--- src/rtl/fwd_hazard_ctrl.sv ---
// fwd_hazard_ctrl
// Forwarding and hazard controller for the 5-stage RV32 pipeline.
//
// Purpose:
//   - Chooses the EX-stage forwarding mux legs (Forward1/Forward2).
//   - Holds the WB+1 capture register. It feeds the mux's fourth leg with
//     the value the regfile committed on the previous advancing edge.
//   - Raises load-use stall/bubble and memory-wait freeze controls.
//   - Counts stalled cycles in a saturating counter.
//
// Ports:
//   clk, rst (async, active-low)       clock / reset
//   mem_stall                          IM/DM not ready, freeze everything
//   IF_ID_rs1/rs2, *_used              sources of the instruction in ID
//   ID_EX_rs1/rs2, ID_EX_rd, _MemRead  instruction in EX
//   EX_MEM_rd, _RegWrite, _MemRead     instruction in MEM
//   MEM_WB_rd, _RegWrite, WB_RegData   instruction in WB and its value
//   Forward1/2                         00 regfile, 10 EX/MEM, 01 WB, 11 WB+1
//   WB_RegData_out                     captured WB+1 data
//   PC_write, IF_ID_write              front-end update enables
//   ID_EX_bubble                       insert NOP into ID/EX
//   stall_cnt                          saturating count of PC_write=0 cycles
module fwd_hazard_ctrl #(
    parameter int CNT_W = 32
) (
    input  logic             clk,
    input  logic             rst,
    input  logic             mem_stall,
    input  logic [4:0]       IF_ID_rs1,
    input  logic [4:0]       IF_ID_rs2,
    input  logic             IF_ID_rs1_used,
    input  logic             IF_ID_rs2_used,
    input  logic [4:0]       ID_EX_rs1,
    input  logic [4:0]       ID_EX_rs2,
    input  logic [4:0]       ID_EX_rd,
    input  logic             ID_EX_MemRead,
    input  logic [4:0]       EX_MEM_rd,
    input  logic             EX_MEM_RegWrite,
    input  logic             EX_MEM_MemRead,
    input  logic [4:0]       MEM_WB_rd,
    input  logic             MEM_WB_RegWrite,
    input  logic [31:0]      WB_RegData,
    output logic [1:0]       Forward1,
    output logic [1:0]       Forward2,
    output logic [31:0]      WB_RegData_out,
    output logic             PC_write,
    output logic             IF_ID_write,
    output logic             ID_EX_bubble,
    output logic [CNT_W-1:0] stall_cnt
);

    // ------------------------------------------------------------------
    // WB+1 capture register
    // ------------------------------------------------------------------
    logic        cap_valid_q, cap_valid_d;
    logic [4:0]  cap_rd_q,    cap_rd_d;
    logic [31:0] cap_data_q,  cap_data_d;
    logic [CNT_W-1:0] stall_cnt_q, stall_cnt_d;

    // Per-source views so both operands share one generate body.
    logic [4:0] ex_rs    [2];
    logic [4:0] id_rs    [2];
    logic       id_used  [2];
    logic [1:0] fwd_sel  [2];
    logic       lu_src   [2];
    logic       lu;
    logic       freeze;

    assign ex_rs[0]   = ID_EX_rs1;
    assign ex_rs[1]   = ID_EX_rs2;
    assign id_rs[0]   = IF_ID_rs1;
    assign id_rs[1]   = IF_ID_rs2;
    assign id_used[0] = IF_ID_rs1_used;
    assign id_used[1] = IF_ID_rs2_used;

    genvar gi;
    generate
        for (gi = 0; gi < 2; gi++) begin : g_src
            // Priority chain, nearest producer first. A load in MEM has no
            // data yet, so it is skipped and older producers are considered.
            assign fwd_sel[gi] =
                (ex_rs[gi] == 5'd0)                                    ? 2'b00 :
                (EX_MEM_RegWrite && !EX_MEM_MemRead &&
                 EX_MEM_rd == ex_rs[gi])                               ? 2'b10 :
                (MEM_WB_RegWrite && MEM_WB_rd == ex_rs[gi])            ? 2'b01 :
                (cap_valid_q && cap_rd_q == ex_rs[gi])                 ? 2'b11 :
                                                                         2'b00;

            // Load data only appears in WB, so a load in either EX or MEM
            // blocks a dependent instruction in ID.
            assign lu_src[gi] = id_used[gi] && (id_rs[gi] != 5'd0) &&
                                ((ID_EX_MemRead  && ID_EX_rd  == id_rs[gi]) ||
                                 (EX_MEM_MemRead && EX_MEM_rd == id_rs[gi]));
        end
    endgenerate

    assign Forward1 = fwd_sel[0];
    assign Forward2 = fwd_sel[1];
    assign lu       = lu_src[0] || lu_src[1];

    // A memory wait freezes everything and suppresses the bubble; the
    // load-use check is simply re-evaluated once the freeze lifts.
    assign freeze       = lu || mem_stall;
    assign PC_write     = !freeze;
    assign IF_ID_write  = !freeze;
    assign ID_EX_bubble = lu && !mem_stall;

    always_comb begin
        cap_valid_d = cap_valid_q;
        cap_rd_d    = cap_rd_q;
        cap_data_d  = cap_data_q;
        if (!mem_stall) begin
            cap_valid_d = MEM_WB_RegWrite && (MEM_WB_rd != 5'd0);
            cap_rd_d    = MEM_WB_rd;
            cap_data_d  = WB_RegData;
        end
    end

    always_comb begin
        stall_cnt_d = stall_cnt_q;
        if (freeze && (stall_cnt_q != {CNT_W{1'b1}})) begin
            stall_cnt_d = stall_cnt_q + 1'b1;
        end
    end

    always_ff @(posedge clk or negedge rst) begin
        if (!rst) begin
            cap_valid_q <= 1'b0;
            cap_rd_q    <= 5'd0;
            cap_data_q  <= 32'd0;
            stall_cnt_q <= '0;
        end else begin
            cap_valid_q <= cap_valid_d;
            cap_rd_q    <= cap_rd_d;
            cap_data_q  <= cap_data_d;
            stall_cnt_q <= stall_cnt_d;
        end
    end

    assign WB_RegData_out = cap_data_q;
    assign stall_cnt      = stall_cnt_q;

endmodule

--- config.mk ---
export PLATFORM = sky130hd
export DESIGN_NAME = fwd_hazard_ctrl
export DESIGN_NICKNAME = d
export VERILOG_FILES = /design/src/rtl/fwd_hazard_ctrl.sv
export SDC_FILE = /design/constraint.sdc
export NUM_CORES = 1
export LEC_CHECK = 0
export BUFFER_PORTS_ARGS = -buffer_cell sky130_fd_sc_hd__buf_2
export CORE_MARGIN = 2
export CORE_UTILIZATION = 45
export CTS_CLUSTER_DIAMETER = 120
export DETAILED_ROUTE_END_ITERATION = 10
export PLACE_DENSITY = 0.81
export SYNTH_ARGS = -nofsm -noshare
export SYNTH_HDL_FRONTEND = slang
export SYNTH_SLANG_ARGS = --single-unit
--- constraint.sdc ---
create_clock -name clk -period 5.1 [get_ports clk]
set_input_delay 0.255 -clock clk [delete_from_list [all_inputs] [get_ports clk]]
set_output_delay 0.255 -clock clk [all_outputs]
set_load 0.02 [all_outputs]
==> metrics.csv <==
metric;value;unit
leading cell type in the layout, fill and taps excluded;buf_2;
commonest cells after routing, fill and taps aside;buf_2 (146), dfrtp_1 (70), xor2_1 (43);
sequential-to-total area share from yosys stat;47.0;%
final RePlAce weighted congestion;0.839;
main combinational cell family by area after synthesis;XOR/XNOR gates;
static leakage power;2.15;nW
clk slew on worst S/H paths;0.07;ns
pin slew with the least headroom to its limit;0.897;ns
area growth from synthesis to layout;27.2;%
unrepaired setup endpoints after global routing;false;
run status;finished, final reports clean;
Die Ht;95.0;um
fraction of registers with async set/reset;100;%
launching element type of the critical path;input port;
Placement Rows;33;
ratio of routed vias to standard cells;5.31;
largest net degree at the start of global routing;71;
maximum fanout count along the critical path;19;
endpoints failing setup;0;
count of instances resized after the clock tree is built;0;
Final Max Slew Viols;0;
commonest register cell after synthesis;dfrtp_1;
final-stage net count;558;
CTS Hold Bufs;0;
maximum clock frequency;388;MHz
Crit path arrival time;2.32;ns
initial core utilization;45.8;%
kind of end point of the critical path;output pin;
residual DRC count;0;
worst IR drop on VDD;161;uV
drt first-iter violations;90;
number of library cell types mapped by synthesis;38;
multiplexer fraction of the synthesized cell area;12.2;%
gr usage total;20.3;%
first-pass iteration count of the detailed router;5;
first-pass GRT wire length;14.1;mm
number of top-level design ports;147;
Pwr per Cell Area;328;nW/um2
Post-Synth XOR/XNOR Area;18.6;%
Slew headroom;40.2;%
stage delay of the slowest cell on the critical path;0.63;ns
H-tree Lvls;3;
Inserted Clock Buffers;9;
Sum Neg Setup Slack;0;ns
share of the core filled with cells;58.3;%
Top Family by Delay on Critical Path;compound AO/OA/AOI/OAI gates;
total setup buffers inserted after CTS;0;
WL/cell;15.2;um
final period utilization;50.5;%
Post-Synth Simple-Gate Area;17.1;%
number of nets with antenna violations after detailed routing;0;
crit path kind;input port to output pin;
average instance area after synthesis;11.1;um2
clk sinks;70;
Placeable Area;8130;um2
post-layout min period;2.58;ns
total via count in the routed design;3140;
Synth Net Count;413;
IO buf count;146;
clock insertion delay at the later pin of the skew report;0.34;ns
clock tree from TritonCTS;built;
Layout Skew;0.00346;ns
flop and latch count out of synthesis;70;
number of warnings issued by yosys;0;
number of failing hold endpoints at the final stage;0;
final wirelength;9.01;mm
count of placed standard cells in the final layout, fillers left out;591;
reported max-cap violation count;0;
cell area after technology mapping;3730;um2
hold crit path type;input port to async pin;
total grt overflow;0;
synthesized instance count;336;
placed wire-length estimate;6.80;mm
EDFF count, synth;0;
DIE AREA;9030;um2
antenna violations before repair;0;
overall die width;95.0;um
buffers and inverters on the worst path;3;
post-synthesis adder-cell area fraction;0.336;%
Critical Path, Cell by Cell;buf_2 -> or4_1 -> o21a_1 -> a221oi_4 -> buf_4 -> buf_2;
total instance count after detailed placement;575;
Worst Path Required;4.85;ns
share of layout cells above drive strength 1;42.0;%
vias in the first global route;3006;
CP max-delay cell;a221oi_4;
antenna diode count;0;
Longest Clk Path Bufs;2;
root cell of the clock tree;clkbuf_8;
compound-cell area share of the yosys netlist;2.82;%
Crit path top cell by count;buf_2;
-- power breakdown --
group	leakage (nW)	internal (mW)	switching, mW
registers	0.826	0.628	0.0720
clock network	0.0996	0.252	0.205
logic	1.22	0.167	0.230
total	2.15	1.05	0.507
-- area by class of cell --
| class | count | area [um2] |
|---|---|---|
| fill | 685 | 3390 |
| multi-input combinational | 250 | 1900 |
| sequential | 70 | 1750 |
| timing repair buffer | 148 | 746 |
| clock buffer | 13 | 159 |
| tap | 105 | 131 |
| clock inverter | 3 | 42.5 |
| inverter | 2 | 7.51 |
-- per-stage QoR --
stage	instance area, um2	setup slack, ns	hold WS, ns	total power, mW
after global routing	4740	2.38	0.126	1.64
after global placement	4540	2.48	0.474	1.09
final	4740	2.52	0.117	1.55
after floorplan	3730	3.05	-0.0406	0.944
after CTS	4740	2.54	0.127	1.57
after detailed placement	4540	2.44	0.477	1.11
-- cells by family (layout without fill, tap and decap cells) --
family | count (synthesis) | count (layout)
mux | 40 | 40
xor+xnor | 79 | 79
flops | 70 | 70
fa+ha+maj | 1 | 1
buf+inv | 16 | 166
compound gates | 13 | 13
simple gates | 117 | 117
-- worst paths after layout --
kind / start / end / slack (ns) / cells after the start
max: IF_ID_rs1[1] / PC_write / 2.52 / 6
min: rst / stall_cnt[21]$_DFFE_PN0P_ / 0.12 / 2
max reg2reg: stall_cnt[9]$_DFFE_PN0P_ / stall_cnt[1]$_DFFE_PN0P_ / 2.78 / 6
min reg2reg: stall_cnt[30]$_DFFE_PN0P_ / stall_cnt[30]$_DFFE_PN0P_ / 0.48 / 1
max in group asynchronous: rst / WB_RegData_out[28]$_DFFE_PN0N_ / 4.41 / 2
min in group clk: WB_RegData[5] / WB_RegData_out[5]$_DFFE_PN0N_ / 0.14 / 2
-- per-layer routing --
layer	wire [um]	part of all wire, %	track usage (%)	up-vias
met5	0	0	0	-
li1	-	-	-	1476
met1	3620	40	24.2	1522
met4	168	1.9	8.33	0
met2	4500	50	35.0	124
met3	724	8.0	5.22	18
-- flip-flops by register name, indices dropped and copies added, names as in the netlist --
name / flops
WB_RegData_out: 32
cap_rd_q: 5
cap_valid_q: 1
stall_cnt: 32
-- cells in the mapped netlist, types with 3 or more instances --
master | count | area share (%)
nor4_1 | 10 | 1.7
mux2_2 | 38 | 11
nor2_1 | 15 | 1.5
nand2_1 | 25 | 2.5
nand4_1 | 13 | 2.2
nand3_1 | 13 | 1.7
nor3_1 | 17 | 2.3
dfrtp_1 | 70 | 47
and3_1 | 3 | 0.50
xor2_1 | 43 | 10
clkbuf_1 | 10 | 1.0
xnor2_1 | 36 | 8.5
or4_1 | 6 | 1.2
nor4b_1 | 5 | 1.2
Note: power is estimated with default switching activity, not from simulation.
